$ cat src/rtl/file_sched_pkg.sv
// rtl/file_sched_pkg.sv - shared types for the file job scheduler
package file_sched_pkg;

   typedef enum logic [1:0] {
      TEXT    = 2'd0,
      IMAGE   = 2'd1,
      VIDEO   = 2'd2,
      UNKNOWN = 2'd3
   } file_type_e;

   // Prefixed so the timeout status cannot collide with the TIMEOUT parameter.
   typedef enum logic [1:0] {
      ST_OK      = 2'd0,
      ST_REJECT  = 2'd1,
      ST_TIMEOUT = 2'd2
   } status_e;

   typedef enum logic [1:0] {
      S_IDLE     = 2'd0,
      S_DISPATCH = 2'd1,
      S_WAIT     = 2'd2,
      S_RESP     = 2'd3
   } sched_state_e;

endpackage

$ cat src/rtl/rr_arbiter.sv
// rtl/rr_arbiter.sv - round-robin pick starting one past the previous grant
module rr_arbiter #(
   parameter int NUM_REQ = 4,
   parameter int IDX_W   = $clog2(NUM_REQ)
) (
   input  logic [NUM_REQ-1:0] req,
   input  logic [IDX_W-1:0]   last_grant,
   output logic [IDX_W-1:0]   grant_idx,
   output logic               any_req
);

   always_comb begin
      int               cand;
      logic [IDX_W-1:0] sel;
      grant_idx = '0;
      any_req   = 1'b0;
      cand      = 0;
      sel       = '0;
      for (int i = 1; i <= NUM_REQ; i++) begin
         cand = (int'(last_grant) + i) % NUM_REQ;
         sel  = IDX_W'(cand);
         if (!any_req && req[sel]) begin
            any_req   = 1'b1;
            grant_idx = sel;
         end
      end
   end

endmodule

$ cat src/rtl/file_job_scheduler.sv
// rtl/file_job_scheduler.sv - shares one file handler among NUM_REQ requesters
module file_job_scheduler
   import file_sched_pkg::*;
#(
   parameter int NUM_REQ = 4,
   parameter int ID_W    = 8,
   parameter int TIMEOUT = 16
) (
   input  logic                       clk,
   input  logic                       rst,
   input  logic [NUM_REQ-1:0]         req_valid,
   input  logic [2*NUM_REQ-1:0]       req_type,
   input  logic [ID_W*NUM_REQ-1:0]    req_id,
   output logic [NUM_REQ-1:0]         req_ready,
   output logic                       hdl_start,
   output logic [1:0]                 hdl_type,
   output logic [ID_W-1:0]            hdl_id,
   input  logic                       hdl_done,
   output logic                       rsp_valid,
   output logic [$clog2(NUM_REQ)-1:0] rsp_req,
   output logic [1:0]                 rsp_status,
   output logic                       busy,
   output logic [7:0]                 done_count
);

   localparam int IDX_W = $clog2(NUM_REQ);
   localparam int TMR_W = $clog2(TIMEOUT + 1);

   sched_state_e       state_q;
   logic [IDX_W-1:0]   last_grant_q;
   logic [IDX_W-1:0]   winner_q;
   file_type_e         type_q;
   logic [ID_W-1:0]    id_q;
   logic [TMR_W-1:0]   timer_q;
   logic [NUM_REQ-1:0] ready_q;
   logic               start_q;
   logic               rsp_valid_q;
   status_e            status_q;
   logic               busy_q;
   logic [7:0]         done_cnt_q;

   logic [IDX_W-1:0]   grant_idx;
   logic               any_req;
   logic [1:0]         cap_type;
   logic [ID_W-1:0]    cap_id;

   rr_arbiter #(
      .NUM_REQ (NUM_REQ),
      .IDX_W   (IDX_W)
   ) u_arb (
      .req        (req_valid),
      .last_grant (last_grant_q),
      .grant_idx  (grant_idx),
      .any_req    (any_req)
   );

   always_comb begin
      cap_type = '0;
      cap_id   = '0;
      for (int i = 0; i < NUM_REQ; i++) begin
         if (grant_idx == IDX_W'(i)) begin
            cap_type = req_type[2*i +: 2];
            cap_id   = req_id[ID_W*i +: ID_W];
         end
      end
   end

   always_ff @(posedge clk or posedge rst) begin
      if (rst) begin
         state_q      <= S_IDLE;
         last_grant_q <= IDX_W'(NUM_REQ - 1);
         winner_q     <= '0;
         type_q       <= TEXT;
         id_q         <= '0;
         timer_q      <= '0;
         ready_q      <= '0;
         start_q      <= 1'b0;
         rsp_valid_q  <= 1'b0;
         status_q     <= ST_OK;
         busy_q       <= 1'b0;
         done_cnt_q   <= '0;
      end else begin
         ready_q     <= '0;
         start_q     <= 1'b0;
         rsp_valid_q <= 1'b0;
         case (state_q)
            S_IDLE: begin
               if (any_req) begin
                  // Strobes are set on entry so they are visible during DISPATCH.
                  winner_q <= grant_idx;
                  type_q   <= file_type_e'(cap_type);
                  id_q     <= cap_id;
                  ready_q  <= NUM_REQ'(1) << grant_idx;
                  start_q  <= (cap_type != UNKNOWN);
                  busy_q   <= 1'b1;
                  state_q  <= S_DISPATCH;
               end
            end
            S_DISPATCH: begin
               if (type_q == UNKNOWN) begin
                  status_q    <= ST_REJECT;
                  rsp_valid_q <= 1'b1;
                  state_q     <= S_RESP;
               end else begin
                  timer_q <= '0;
                  state_q <= S_WAIT;
               end
            end
            S_WAIT: begin
               timer_q <= timer_q + TMR_W'(1);
               if (hdl_done) begin
                  status_q    <= ST_OK;
                  rsp_valid_q <= 1'b1;
                  state_q     <= S_RESP;
               end else if (timer_q == TMR_W'(TIMEOUT - 1)) begin
                  status_q    <= ST_TIMEOUT;
                  rsp_valid_q <= 1'b1;
                  state_q     <= S_RESP;
               end
            end
            S_RESP: begin
               last_grant_q <= winner_q;
               if (status_q == ST_OK) begin
                  done_cnt_q <= done_cnt_q + 8'd1;
               end
               busy_q  <= 1'b0;
               state_q <= S_IDLE;
            end
            default: state_q <= S_IDLE;
         endcase
      end
   end

   assign req_ready  = ready_q;
   assign hdl_start  = start_q;
   assign hdl_type   = type_q;
   assign hdl_id     = id_q;
   assign rsp_valid  = rsp_valid_q;
   assign rsp_req    = winner_q;
   assign rsp_status = status_q;
   assign busy       = busy_q;
   assign done_count = done_cnt_q;

endmodule

$ cat config.mk
export PLATFORM = sky130hd
export DESIGN_NAME = file_job_scheduler
export DESIGN_NICKNAME = d
export VERILOG_FILES = /design/src/rtl/file_sched_pkg.sv /design/src/rtl/rr_arbiter.sv /design/src/rtl/file_job_scheduler.sv
export SDC_FILE = /design/constraint.sdc
export NUM_CORES = 1
export LEC_CHECK = 0
export ABC_AREA = 1
export CAP_MARGIN = 5
export CELL_PAD_IN_SITES_DETAIL_PLACEMENT = 1
export CELL_PAD_IN_SITES_GLOBAL_PLACEMENT = 1
export CORE_UTILIZATION = 33
export DETAILED_ROUTE_END_ITERATION = 10
export GPL_TIMING_DRIVEN = 0
export PLACE_DENSITY_LB_ADDON = 0.1
export SYNTH_ARGS = -nofsm -noshare
export SYNTH_HDL_FRONTEND = slang
export SYNTH_SLANG_ARGS = --single-unit
$ cat constraint.sdc
create_clock -name clk -period 2.45 [get_ports clk]
set_input_delay 0.49 -clock clk [delete_from_list [all_inputs] [get_ports clk]]
set_output_delay 0.49 -clock clk [all_outputs]
set_load 0.03 [all_outputs]
== After elaboration in Yosys (flattened, before gate mapping) ==
Cells that the tools add are included.

* Word-level logic and storage cells: 98
* Input port bits: 47
* Register bits: 38

* Equality and inequality tests: 13
* $lt $le $gt $ge: 4
* Add/sub/neg operators: 6
* Shifts and indexed selects: 1
* Muxes and demuxes: 45
* Reductions and logical operators: 17

{| class="wikitable"
|+ Operators with widths
! cell !! number
|-
| $mux 8 || 4
|-
| $mux 2 || 14
|-
| $mux 1 || 15
|-
| $lt 2x3->1 const B || 4
|-
| $eq 2x2->1 const B || 5
|-
| $pmux 5 s2 || 1
|-
| $reduce_and 2->1 || 5
|-
| $add 8x1->8 const B || 1
|-
| $bmux 1 s2 || 4
|-
| $mux 4 || 2
|-
| $ne 2x2->1 const B || 4
|-
| $pmux 2 s4 || 1
|-
| $logic_not 2->1 || 3
|-
| $add 5x1->5 const B || 1
|-
| $eq 5x4->1 const B || 1
|-
| $mux 5 || 1
|-
| $add 2x1->2 const B || 2
|-
| $add 2x2->2 const B || 2
|-
| $eq 2x1->1 const B || 2
|-
| $pmux 1 s2 || 2
|-
| $pmux 2 s2 || 1
|-
| $reduce_bool 2->1 || 2
|-
| $shl 1x2->4 const A || 1
|-
| $logic_and 1x1->1 || 3
|-
| other kinds (3) || 5
|}

== Logic depth before layout (Yosys ltp) ==
Gate-level depths: netlist of the first run.

* Depth after elaboration: 21
* Mapped depth: 16
* Gate-level depth less buffers: 15

== Cells and area by module ==
From an unflattened synthesis of the first run, not the netlist that was laid out.

* Cells, all modules: 331
* Area total of the unflattened synthesis: 2386.0 um2

{| class="wikitable"
|+ Modules (own cells, without submodules)
! module !! area an instance (um2) !! cells an instance !! instances
|-
| file_job_scheduler || 2114.5 || 279 || 1
|-
| rr_arbiter || 271.5 || 52 || 1
|}

== Worst setup path before layout of the first run ==
No wires, ideal clock.

* Kind: register -> register
* Start point: register last_grant_q[0]
* End point: register id_q[1], in the netlist hdl_id[1]
* Period minus slack after synthesis: 1.869 ns
* Stages on the path, launching flop included: 16
* Path slack: 0.581 ns
* Data arrival time: 1.745 ns
* Path through: dfstp_2 > inv_1 > buf_6 > nand2_1 > nand2_2 > nand2_2 > nand2_2 > nand2_1 > inv_1 > a21oi_2 > nand3_4 > buf_6 > nand3_1 > nand2_1 > nand2_1 > nand3_1

* Word-level cells in the longest chain between the ends: 18

{| class="wikitable"
|+ Ends and longest elaborated chain
! what !! line !! source
|-
| start, declared || file_job_scheduler.sv:30 || <nowiki>logic [IDX_W-1:0] last_grant_q;</nowiki>
|-
| start signal, assigned || file_job_scheduler.sv:71 || <nowiki>last_grant_q <= IDX_W'(NUM_REQ - 1);</nowiki>
|-
| start signal, assigned || file_job_scheduler.sv:122 || <nowiki>last_grant_q <= winner_q;</nowiki>
|-
| $add 2x1->2 || rr_arbiter.sv:20 || <nowiki>cand = (int'(last_grant) + i) % NUM_REQ;</nowiki>
|-
| $bmux 1 s2 || rr_arbiter.sv:22 || <nowiki>if (!any_req && req[sel]) begin</nowiki>
|-
| $mux 1 (implied by the code) || rr_arbiter.sv:22 ||
|-
| $mux 1 || rr_arbiter.sv:22 ||
|-
| $logic_not 1->1 || rr_arbiter.sv:22 ||
|-
| $logic_and 1x1->1 || rr_arbiter.sv:22 ||
|-
| $mux 1 || rr_arbiter.sv:22 ||
|-
| $logic_not 1->1 || rr_arbiter.sv:22 ||
|-
| $logic_and 1x1->1 || rr_arbiter.sv:22 ||
|-
| $mux 1 || rr_arbiter.sv:22 ||
|-
| $logic_not 1->1 || rr_arbiter.sv:22 ||
|-
| $logic_and 1x1->1 || rr_arbiter.sv:22 ||
|-
| $mux 2 || rr_arbiter.sv:22 ||
|-
| $logic_not 2->1 || file_job_scheduler.sv:61 || <nowiki>if (grant_idx == IDX_W'(i)) begin</nowiki>
|-
| $mux 8 (4 in series) || file_job_scheduler.sv:61 ||
|-
| end signal, assigned || file_job_scheduler.sv:92 || <nowiki>id_q <= cap_id;</nowiki>
|-
| end, declared || file_job_scheduler.sv:33 || <nowiki>logic [ID_W-1:0] id_q;</nowiki>
|}

Several ways; a longest one is shown, not always the timed one. The select of a mux whose other input is x is not followed.
A chain may end at the register's enable or synchronous reset.

== Final worst setup path of the first run ==
* Start point: input port req_valid[0]
* End point: register start_q, in the netlist hdl_start

* Word-level cells in the longest chain between the ends: 20

{| class="wikitable"
|+ Ends and longest elaborated chain
! what !! line !! source
|-
| start, declared || file_job_scheduler.sv:11 || <nowiki>input logic [NUM_REQ-1:0] req_valid,</nowiki>
|-
| $bmux 1 s2 || rr_arbiter.sv:22 ||
|-
| $mux 1 (implied by the code) || rr_arbiter.sv:22 ||
|-
| $mux 1 || rr_arbiter.sv:22 ||
|-
| $logic_not 1->1 || rr_arbiter.sv:22 ||
|-
| $logic_and 1x1->1 || rr_arbiter.sv:22 ||
|-
| $mux 1 || rr_arbiter.sv:22 ||
|-
| $logic_not 1->1 || rr_arbiter.sv:22 ||
|-
| $logic_and 1x1->1 || rr_arbiter.sv:22 ||
|-
| $mux 1 || rr_arbiter.sv:22 ||
|-
| $logic_not 1->1 || rr_arbiter.sv:22 ||
|-
| $logic_and 1x1->1 || rr_arbiter.sv:22 ||
|-
| $mux 2 || rr_arbiter.sv:22 ||
|-
| $logic_not 2->1 || file_job_scheduler.sv:61 ||
|-
| $mux 2 (4 in series) || file_job_scheduler.sv:61 ||
|-
| $ne 2x2->1 || file_job_scheduler.sv:94 || <nowiki>start_q <= (cap_type != UNKNOWN);</nowiki>
|-
| $mux 1 * || file_job_scheduler.sv:88 || <nowiki>if (any_req) begin</nowiki>
|-
| $mux 1 * || file_job_scheduler.sv:86 || <nowiki>case (state_q)</nowiki>
|-
| end signal, assigned || file_job_scheduler.sv:94 ||
|-
| end, declared || file_job_scheduler.sv:36 || <nowiki>logic start_q;</nowiki>
|}

Every way passes the cells marked *; elsewhere a longest branch is shown, timed or not. The select of a mux whose other input is x is not followed.

==> out/metrics.cfg, run 1 <==
[outcome]
status=finished, final reports clean

[worst_setup_path]
r2r_cells=14
crit_fanout=7
worst_setup_path_start_kind=primary input
r2r-start=last_grant_q[0]$_DFFE_PP1P_
cp.required_ps=2630
rrSetupSlack_ps=350
crit_path_end_kind=flop
timing.rr.end=hdl_start$_DFF_PP0_
critical_path_class=in -> reg
arrival_ps=2320

[synth]
async_flop_share_pct=100
syn_area_per_cell_um2=7.53
synth_top_area_share_pct=38.5
yosysSeqAreaShare_pct=40.7
synth_cells=311
ys_ff_latch=38
synthesis.area_um2=2340
synth_area_leader_cell=dfrtp_1
synth_edf_count=0
syn_nets=365
ys.flop_type=dfrtp_1
synth_commonest_cells=nand2_1, dfrtp_1, inv_1, nand3_1, nor2_1
yosysMostFrequentCell=nand2_1
yosysWarnings=0
ys_types=34
synthTopCellsByArea=dfrtp_1, nand2_1, nand3_1, inv_1, nor2_1

[worst_hold_path]
min_from=done_count[7]$_DFFE_PP0P_
whs_path_depth=1
hold_path_class=reg -> reg
min_to=done_count[7]$_DFFE_PP0P_

[cells_and_area]
regArea_um2=953
diodes=0
drive_gt1_share_pct=12.0
final_util_pct=48.2
multiInputGateArea_um2=1190
fillers=857
fin_nets=447
area_delta_synth_final_pct=40.5

[timing]
tns_ps=0
setup_violations=0
finalHoldViolations=0
slew_headroom_pct=46.2
clock_skew_ps=5.50
period_needed_ps=2140
report.final.slew_viol_count=0
setup_slack_ps=305
max_freq_mhz=466
worst_slew_pin_slew_ps=806
fin_crit_sh_pct=87.5
rsz0062_at_grt=false

[clocking]
cts_made_buffers=5
cts_hold_buffers=0
ctsRootBufferMaster=clkbuf_8
clock_sinks=38
cts_tree=yes
post_cts_resized=0
cts.clk_slew.worst_paths_ps=70
worstSkewPairLatency_ps=280
cts_buffer_depth=2
post_cts_buffers=0
h-tree-depth=2

[floorplanning]
die-area_um2=7440
rows=30
core_um2=6830
fp.dieW_um=86.2
initial_core_util_pct=34.3
io_pins=76
die_h_um=86.2

[power]
leakage_nw=1.57
p_per_area_nw_per_um2=1390
ir_worst_vdd_mv=0.711

[grt]
grt_start_max_net_pins=39
grt_pass1_vias=2272
antenna_found_initial=0
grtUsageTotal_pct=18.1
grt_pass1_wl_um=10600
grt_overflow=0

[routing]
drtPass1Iterations=4
drcViolationCount=0
vias=2263
avgRoutedWirePerCell_um=12.6
antenna_left=0
routed_via_density=4.63
drt_first_iter_violations=52
drt-total-wl_um=6150

[placement]
gp_congestion=0.785
post-place-ws_ps=0.807
io_buffers=75
hpwl_um=4880

[flow_run]
drv_cap=0

layout by cell type, fill, tap and decap left out, drive strengths merged, types with 3 or more instances in the layout:
master,netlist,layout
nand2,113,113
clkdlybuf4s50,0,75
dfrtp,36,36
inv,36,36
nand3,29,29
nor2,29,29
o21ai,23,23
a21oi,9,9
ha,7,7
nor3,6,6
buf,6,6
clkbuf,0,5
xnor2,3,3
xor2,3,3
clkinv,1,3
worst max-delay path: stages:
cell             delay [ps]
clkdlybuf4s50_1         520
nand2_1                  80
nand2_2                 130
nand2_2                  70
nand2_2                 110
nor2_4                   60
nand3_2                  90
nand3_1                  90
nor2_2                  270
o21ai_0                 150
nand2_1                  80
nand2_1                  70
nand2_1                  70
nand2_1                  40
logic make-up (layout without fill, tap and decap cells):
family | count (synthesis) | in the layout | share of synthesized area (%)
flops | 38 | 38 | 40.7
simple gates | 179 | 179 | 35.1
compound gates | 37 | 37 | 9.40
buf+inv | 43 | 125 | 8.39
mux | 1 | 1 | 0.427
xor+xnor | 6 | 6 | 2.24
fa+ha+maj | 7 | 7 | 3.74
per-stage QoR:
stage                     hold WS (ps)  std cells  power [mW]  cell area (um^2)
after floorplan                    478        311        3.25              2340
after global placement             461        482        4.16              3210
after detailed placement           479        482        4.24              3210
after CTS                          494        489        4.66              3290
after global routing               512        489        5.01              3290
final                              479        489        4.58              3290
worst max path at each step:
stage	cells after the start	slack, ps	end	start
4_1_cts	14	290	hdl_start$_DFF_PP0_	req_valid[0]
6_report	14	310	hdl_start$_DFF_PP0_	req_valid[0]
3_3_place_gp	14	60	hdl_start$_DFF_PP0_	req_valid[0]
2_1_floorplan	15	580	hdl_id[1]$_DFFE_PP0P_	last_grant_q[0]$_DFFE_PP1P_
5_1_grt	15	140	hdl_id[1]$_DFFE_PP0P_	req_valid[0]
3_5_place_dp	14	0.8	hdl_start$_DFF_PP0_	req_valid[0]
sequential cells by signal (all words and copies together), names as in the netlist:
name          count
hdl_start         1
done_count        8
busy              1
rsp_req           2
hdl_id            8
state_q           2
rsp_valid         1
timer_q           5
last_grant_q      2
rsp_status        2
hdl_type          2
req_ready         4
where the power goes:
group,leakage [nW],switching [mW],internal (mW)
combinational,1.04,1.97,1.13
clock,0.0438,0.211,0.191
sequential,0.484,0.185,0.886
total,1.57,2.36,2.21
routing by layer:
layer	routed length (um)	vias to the layer above	GRT usage, %
li1	-	1146	-
met1	2740	1064	23.0
met2	3030	48	31.5
met3	322	5	4.10
met4	54	0	4.09
met5	0	-	0
cell type report:
class,instances,area share [%]
Buffer,6,1.75
Clock buffer,5,2.09
Clock inverter,2,0.304
Inverter,37,4.22
Multi-Input combinational cell,230,36.2
Sequential cell,38,29.0
Tap cell,96,3.65
Timing Repair Buffer,75,22.8
No activity file was read; power rests on OpenSTA's default activity.
==> run 2, diff against run 1 <==
PLACE_DENSITY = 0.85   (was unset)
PLACE_DENSITY_LB_ADDON = unset   (was 0.1)
clock period = 2.3 ns   (was 2.45 ns; I/O delays follow)
==> out/metrics.cfg, run 2 (synthesis results as in run 1) <==
[routing]
antenna_left=0  ; unchanged
drtPass1Iterations=4  ; unchanged
drt_first_iter_violations=78  ; +50%
drcViolationCount=0  ; unchanged
drt-total-wl_um=6300  ; +2.4%
routed_via_density=4.75  ; +2.6%
avgRoutedWirePerCell_um=12.9  ; +2.2%
vias=2327  ; +2.8%

[grt]
grt_pass1_vias=2345  ; +3.2%
grt_overflow=0  ; unchanged
grt_pass1_wl_um=10800  ; +1.8%
grtUsageTotal_pct=18.6  ; +0.48 points
antenna_found_initial=0  ; unchanged
grt_start_max_net_pins=39  ; unchanged

[worst_setup_path]
r2r_cells=14  ; unchanged
worst_setup_path_start_kind=flop
r2r-start=last_grant_q[0]$_DFFE_PP1P_
cp.required_ps=2530  ; -100 ps
critical_path_class=reg -> reg
crit_path_end_kind=flop
rrSetupSlack_ps=180  ; -170 ps
arrival_ps=2350  ; +30 ps
crit_fanout=10  ; +3
timing.rr.end=hdl_id[1]$_DFFE_PP0P_

[floorplanning]
io_pins=76  ; unchanged
die-area_um2=7440  ; unchanged
initial_core_util_pct=34.3  ; unchanged
fp.dieW_um=86.2  ; unchanged
rows=30  ; unchanged
die_h_um=86.2  ; unchanged
core_um2=6830  ; unchanged

[clocking]
cts_buffer_depth=2  ; unchanged
cts.clk_slew.worst_paths_ps=80  ; about the same
cts_hold_buffers=0  ; unchanged
post_cts_buffers=0  ; unchanged
worstSkewPairLatency_ps=300  ; +20 ps
clock_sinks=38  ; unchanged
post_cts_resized=0  ; unchanged
cts_made_buffers=5  ; unchanged
cts_tree=yes
ctsRootBufferMaster=clkbuf_8
h-tree-depth=2  ; unchanged

[cells_and_area]
drive_gt1_share_pct=12.4  ; +0.48 points
final_common_cell=nand2_1
final_cell_mix=nand2_1, clkdlybuf4s50_1, dfrtp_1
diodes=0  ; unchanged
area_delta_synth_final_pct=42.1
fin_nets=447  ; unchanged
final_cells=490  ; +0.20%

[timing]
setup_violations=0  ; unchanged
rsz0062_at_grt=true
max_freq_mhz=472
clock_skew_ps=9.96  ; +4.47 ps
worst_slew_pin_slew_ps=795  ; -11.3 ps
report.final.slew_viol_count=0  ; unchanged
period_needed_ps=2120
slew_headroom_pct=46.9  ; +0.75 points
tns_ps=0  ; unchanged
finalHoldViolations=0  ; unchanged
whs_ps=477  ; -2.09 ps
fin_crit_sh_pct=92.2
setup_slack_ps=180  ; -125 ps

[placement]
gp_congestion=0.767  ; -2.2%
dpl.cell_count=482  ; unchanged
io_buffers=75  ; unchanged
post-place-ws_ps=-88.4  ; -89.2 ps
hpwl_um=4920  ; +0.84%

[power]
ir_worst_vdd_mv=0.686  ; -3.6%
leakage_nw=1.58  ; +0.98%
finalPower_mw=5.05  ; +10%
p_per_area_nw_per_um2=1520  ; +9.1%

[worst_hold_path]
hold_path_class=reg -> reg
min_from=done_count[7]$_DFFE_PP0P_
min_to=done_count[7]$_DFFE_PP0P_
whs_path_depth=1  ; unchanged

[outcome]
status=finished, final reports clean

[flow_run]
drv_cap=0  ; unchanged

[run 2: changes by cell type in the layout (fill, tap and decap cells not counted), sizes merged]
| cell | delta |
|---|---|
| bufinv | +1 |
[run 2: layout make-up]
cell class                      count  area (um^2)
Inverter                           37          139
Buffer                              6         57.6
Tap cell                           96          120
Timing Repair Buffer               75          751
Multi-Input combinational cell    230         1200
Clock inverter                      3         40.0
Clock buffer                        5         68.8
Fill cell                         860         3500
Sequential cell                    38          953
[run 2: worst max-delay path by stage]
stage,from,to,slack [ps],cells past startpoint
after floorplan,last_grant_q[0]$_DFFE_PP1P_,hdl_id[1]$_DFFE_PP0P_,430,15
after global placement,req_valid[0],hdl_id[1]$_DFFE_PP0P_,-40,13
after detailed placement,req_valid[0],hdl_start$_DFF_PP0_,-90,14
after CTS,last_grant_q[0]$_DFFE_PP1P_,hdl_id[1]$_DFFE_PP0P_,160,16
after global routing,last_grant_q[0]$_DFFE_PP1P_,hdl_id[1]$_DFFE_PP0P_,-10,16
final,last_grant_q[0]$_DFFE_PP1P_,hdl_id[1]$_DFFE_PP0P_,180,14
[run 2: metal layers]
metal / global-route usage (%) / part of all wire (%) / vias up
li1: - / - / 1149
met1: 23.7 / 45 / 1111
met2: 31.8 / 49 / 61
met3: 3.71 / 5.0 / 6
met4: 5.91 / 1.1 / 0
met5: 0 / 0 / -
[run 2: where the power goes]
part	internal (mW)	leakage (nW)	switching [mW]
combinational	1.22	1.04	2.12
clock	0.319	0.0579	0.252
sequential	0.943	0.484	0.201
total	2.48	1.58	2.57
[run 2: per-stage QoR]
stage | utilization (%) | cell area (um^2)
floorplan | - | 2340
global placement | 47.0 | 3210
detailed placement | 47.0 | 3210
CTS | 48.6 | 3320
global route | 48.7 | 3330
finish | 48.7 | 3330
[run 2: critical path, cell delays in order, from the launching register on]
cell and delay, ps:
dfstp_2 530, buf_4 170, nand2_1 80, nand2_2 130, nand2_2 70, nand2_2 100, nor2_4 60, nand2_2 80
inv_2 60, a21oi_4 290, buf_6 190, nand3_1 80, nand2_1 80, nand2_1 60, nand3_1 70
==> run 3, diff against run 2 <==
GPL_TIMING_DRIVEN = unset   (was 0)
==> out/metrics.cfg, run 3 (synthesis results as in run 1) <==
[outcome]
status=finished, final reports clean

[worst_setup_path]
r2r_cells=14  ; unchanged
crit_start=last_grant_q[0]$_DFFE_PP1P_
arrival_ps=2480  ; +130 ps
cp.required_ps=2480  ; -50 ps
rrSetupSlack_ps=6  ; -170 ps
critical_path_class=reg -> reg
crit_path_end_kind=flop
worstSetupEndpoint=hdl_id[3]$_DFFE_PP0P_
r2r-start=last_grant_q[0]$_DFFE_PP1P_
worst_setup_path_start_kind=flop
crit_fanout=7  ; -3
timing.rr.end=hdl_id[3]$_DFFE_PP0P_

[floorplanning]
rows=30  ; unchanged
die-area_um2=7440  ; unchanged
die_h_um=86.2  ; unchanged
initial_core_util_pct=34.3  ; unchanged
fp.dieW_um=86.2  ; unchanged
core_um2=6830  ; unchanged
io_pins=76  ; unchanged

[cells_and_area]
fin_nets=461  ; +3.1%
diodes=0  ; unchanged
drive_gt1_share_pct=19.7  ; +7.2 points
multiInputGateArea_um2=1350  ; +13%
final_util_pct=52.3  ; +3.6 points
final_common_cell=nand2_1
fillers=866  ; +0.70%
regArea_um2=953  ; unchanged
area_delta_synth_final_pct=52.6
final_cell_mix=nand2_1, clkdlybuf4s50_1, dfrtp_1

[clocking]
ctsRootBufferMaster=clkbuf_8
cts_buffer_depth=2  ; unchanged
h-tree-depth=2  ; unchanged
cts_hold_buffers=0  ; unchanged
cts.clk_slew.worst_paths_ps=70  ; about the same
clock_sinks=38  ; unchanged
cts_tree=yes
worstSkewPairLatency_ps=290  ; about the same
cts_made_buffers=5  ; unchanged

[grt]
grt_pass1_wl_um=11200  ; +3.2%
grt_start_max_net_pins=39  ; unchanged
antenna_found_initial=0  ; unchanged
grtUsageTotal_pct=19.3  ; +0.66 points
grt_pass1_vias=2384  ; +1.7%
grt_overflow=0  ; unchanged

[placement]
io_buffers=75  ; unchanged
post-place-ws_ps=-135  ; -46.8 ps
gp_congestion=0.879  ; +15%
hpwl_um=5270  ; +7.2%

[power]
leakage_nw=1.69  ; +6.8%
p_seq_share_pct=20.8  ; -1.9 points
ir_worst_vdd_mv=0.714  ; +4.1%
clock_power_share_pct=7.8  ; -3.5 points
p_switching_mw=2.94  ; +14%
combPwrFrac_pct=71.4  ; +5.4 points
netSwitchingFraction_pct=51.9  ; +1.0 points
internal_power_mw=2.72  ; +9.7%
finalPower_mw=5.66  ; +12%
p_per_area_nw_per_um2=1580  ; +4.4%

[routing]
antenna_left=0  ; unchanged
drcViolationCount=0  ; unchanged
drt_first_iter_violations=132  ; +69%
vias=2438  ; +4.8%
drtPass1Iterations=4  ; unchanged
routed_via_density=4.85  ; +2.1%
drt-total-wl_um=7300  ; +16%
avgRoutedWirePerCell_um=14.5  ; +13%

[timing]
period_needed_ps=2290  ; +175 ps
max_freq_mhz=436  ; -7.6%
report.final.slew_viol_count=0  ; unchanged
slew_headroom_pct=66.3  ; +19 points
setup_violations=0  ; unchanged
whs_ps=489  ; +11.6 ps
setup_slack_ps=5.53  ; -175 ps
clock_skew_ps=1.48  ; -8.48 ps
finalHoldViolations=0  ; unchanged
rsz0062_at_grt=true
worst_slew_pin_slew_ps=505  ; -290 ps
fin_crit_sh_pct=99.8  ; +7.6 points

[flow_run]
drv_cap=0  ; unchanged

[worst_hold_path]
hold_path_class=reg -> reg

[run 3: changes by cell type in the layout (fill, tap and decap cells not counted), moves of 3 or more]
cell,delta
nand2_2,+4
nand2_1,-10
nor2_1,-3
o21ai_1,+3
nor2_2,+3
o21ai_0,-4
nand3_2,+3
buf_4,+12
nand2_4,+5
nand3_1,-3
[run 3: through the flow]
step                setup TNS [ps]  cells  instance area, um^2
floorplan                        0    311                 2340
global placement              -127    488                 3260
detailed placement           -1090    488                 3260
CTS                              0    495                 3340
global route                 -1230    503                 3570
finish                           0    503                 3570
[run 3: worst min path at each step]
stage                              startpoint                   endpoint  slack [ps]  cells after the start
CTS                     hdl_id[6]$_DFFE_PP0P_      hdl_id[6]$_DFFE_PP0P_         490                      2
global route        done_count[5]$_DFFE_PP0P_  done_count[5]$_DFFE_PP0P_         510                      1
global placement    done_count[7]$_DFFE_PP0P_  done_count[7]$_DFFE_PP0P_         460                      1
finish              done_count[7]$_DFFE_PP0P_  done_count[7]$_DFFE_PP0P_         490                      1
detailed placement      hdl_id[6]$_DFFE_PP0P_      hdl_id[6]$_DFFE_PP0P_         470                      2
floorplan              timer_q[0]$_DFFE_PP0P_     timer_q[0]$_DFFE_PP0P_         480                      1
[run 3: final cells by class]
| type | instances | share of cell area (%) |
|---|---|---|
| well taps | 96 | 3.36 |
| multi-input cells | 232 | 37.8 |
| flip-flops and latches | 38 | 26.7 |
| clock inverters | 2 | 0.280 |
| inverters | 37 | 4.13 |
| clock buffers | 5 | 1.93 |
| repair buffers | 93 | 25.8 |
[run 3: what timing repair did]
item,CTS,global route
gates resized for setup,0,43
setup endpoints to repair,0,11
buffers inserted,0,6
[run 3: metal layers]
metal	part of all wire [%]	vias to the layer above	GRT usage [%]
met4	1.1	0	5.00
met2	52	61	35.4
li1	-	1179	-
met3	3.8	9	2.48
met5	0	-	0
met1	43	1189	23.8
[run 3: power groups by stage]
stage                     Sequential (mW)  Clock (mW)  Combinational, mW
after detailed placement             1.17           0               3.42
final                                1.18       0.442               4.04
after global placement               1.17           0               3.29
after global routing                 1.21       0.475               4.43
after floorplan                      1.50           0               1.96
after CTS                            1.17       0.449               3.44
[run 3: worst max-delay path: stages, from the launching register on]
cell and delay, ps:
dfstp_2 580, clkinvlp_4 200, nand2_2 150, nand2_4 80, nand2_4 80, nand2_4 60
nor2_4 210, nand3_1 140, nor2_2 160, nor2_4 60, buf_12 130, o21ai_0 70
nand2_1 90, nand2_1 90, nand3_2 70
==> variant (settings of run 1) <==
Encoding of `sched_state_e`: now one-hot (4 bits for 4 states).
--- a/src/rtl/file_sched_pkg.sv
+++ b/src/rtl/file_sched_pkg.sv
@@ -16,9 +16,9 @@
    } status_e;
 
-   typedef enum logic [1:0] {
-      S_IDLE     = 2'd0,
-      S_DISPATCH = 2'd1,
-      S_WAIT     = 2'd2,
-      S_RESP     = 2'd3
+   typedef enum logic [3:0] {
+      S_IDLE     = 4'b0001,
+      S_DISPATCH = 4'b0010,
+      S_WAIT     = 4'b0100,
+      S_RESP     = 4'b1000
    } sched_state_e;
 
Function: same outputs for any inputs over 4 cycles, from zero or initial values and one cycle with rst high; so few cycles prove little.
==> variant against run 1 <==
Sequential cell count grew 2. Non-clock buffer count grew 1. Global-route usage fell by 0.27 points. Design area is 3.8% higher. Sequential share of layout area rose by 0.43 points. Area after synthesis up 4.4%. Fmax rose by 2.3%. Routed wire length grew 2.1%. Clock power increased by 16%. Worst setup slack better by 0.049 ns. Die area rose by 4.3%. Synthesized cell count is 2.3% lower. Total power is 18% higher.
==> variant: results (changes against run 1) <==
- Run status: finished, final reports clean
- Xor/xnor share of the synthesized area: 2.148% (-0.095 points)
- Rel. slew slack: 44.04% (-2.1 points)
- Vias/cell: 4.584 (-0.94%)
- WP data arrival: 2.26 ns (-0.06 ns)
- Slowest stage delay, CP: 0.56 ns (+0.04 ns)
- Post-Synth Adder-Cell Area: 1.535% (-2.2 points)
- First-pass GRT wire length: 10750 microns (+1.0%)
- Total GRT Usage: 17.86% (-0.27 points)
- Area fraction in compound gates after synthesis: 5.371% (-4.0 points)
- GP Congestion: 0.7713 (-1.7%)
- HPWL after detailed placement: 4926 microns (+0.96%)
- VDD IR-drop max: 0.6460 mV (-9.2%)
- Yosys cell types: 40 (+18%)
- Total CTS buffers: 5 (unchanged)
- Layout cells sized above 1: 18.60% (+6.6 points)
- Leakage power: 1.596 nW (+1.9%)
- Mapped Nets: 354 (-3.0%)
- Nets: 436 (-2.5%)
- Synth area leaders: dfrtp_1, nand2_1, nor2_1
- Largest net degree at the start of global routing: 41 (+5.1%)
- Drt total wl: 6283 microns (+2.1%)
- Clock Skew: 0.005453 ns (-0.00004361 ns)
- Setup slack at placement: 0.04717 ns (+0.04636 ns)
- Post-synthesis sequential area ratio: 41.07% (+0.37 points)
- Worst path slowest cell: dfstp_2
-- variant: cell count changes in the layout (fill, tap and decap cells not counted), sizes merged, moves of 3 or more --
cell,delta
nor2,+16
o21ai,-15
nand2,-13
nand3,+8
inv,-7
nand4,+5
ha,-4
nor3,-3
-- variant: per-stage QoR --
stage                     area, sq um  power (mW)  std cells  hold WS [ns]
final                            3418       5.377        486        0.4881
after global routing             3418       5.881        486        0.5139
after CTS                        3418       5.475        486        0.4909
after detailed placement         3321       4.987        478        0.4690
after global placement           3321       4.897        478        0.4607
after floorplan                  2446       3.938        304        0.4867
-- variant: final timing paths --
check	endpoint	from	slack, ns	depth (start not counted)
max reg2reg	rsp_req[0]$_DFFE_PP0P_	last_grant_q[0]$_DFFE_PP1P_	0.35	11
min	hdl_id[7]$_DFFE_PP0P_	hdl_id[7]$_DFFE_PP0P_	0.49	2
max in group asynchronous	hdl_id[7]$_DFFE_PP0P_	rst	1.24	2
min in group asynchronous	done_count[7]$_DFFE_PP0P_	rst	0.69	2
max	rsp_req[0]$_DFFE_PP0P_	last_grant_q[0]$_DFFE_PP1P_	0.35	11
min reg2reg	hdl_id[7]$_DFFE_PP0P_	hdl_id[7]$_DFFE_PP0P_	0.49	2
-- variant: area by class of cell --
| type | instances | share of cell area (%) |
|---|---|---|
| flip-flops and latches | 40 | 29.39 |
| multi-input cells | 227 | 36.27 |
| plain buffers | 7 | 2.379 |
| clock inverters | 2 | 0.4392 |
| well taps | 99 | 3.624 |
| repair buffers | 75 | 21.96 |
| clock buffers | 6 | 2.416 |
| inverters | 30 | 3.514 |
-- variant: cell families after synthesis --
logic type	count (synthesis)
flops	40
xor+xnor	6
buf+inv	37
compound gates	21
fa+ha+maj	3
simple gates	197
-- variant: power by group --
group          total [mW]  internal [mW]  switching, mW
registers            1.09          0.918          0.172
clock network       0.466          0.228          0.238
logic                3.82           1.43           2.39
total                5.38           2.58           2.80
-- variant: routing by layer --
layer  routed length (microns)  GRT usage (%)  up-vias
met4                        21          2.639        0
met1                      2917          23.25     1038
met3                       315          4.901        2
met2                      3029          30.30       51
met5                         0              0        -
li1                          -              -     1137
-- variant: worst min-delay path, cell delays in order (launching register included) --
cell	delay [ns]
dfrtp_1	0.35
nand2_1	0.05
nand2_1	0.05
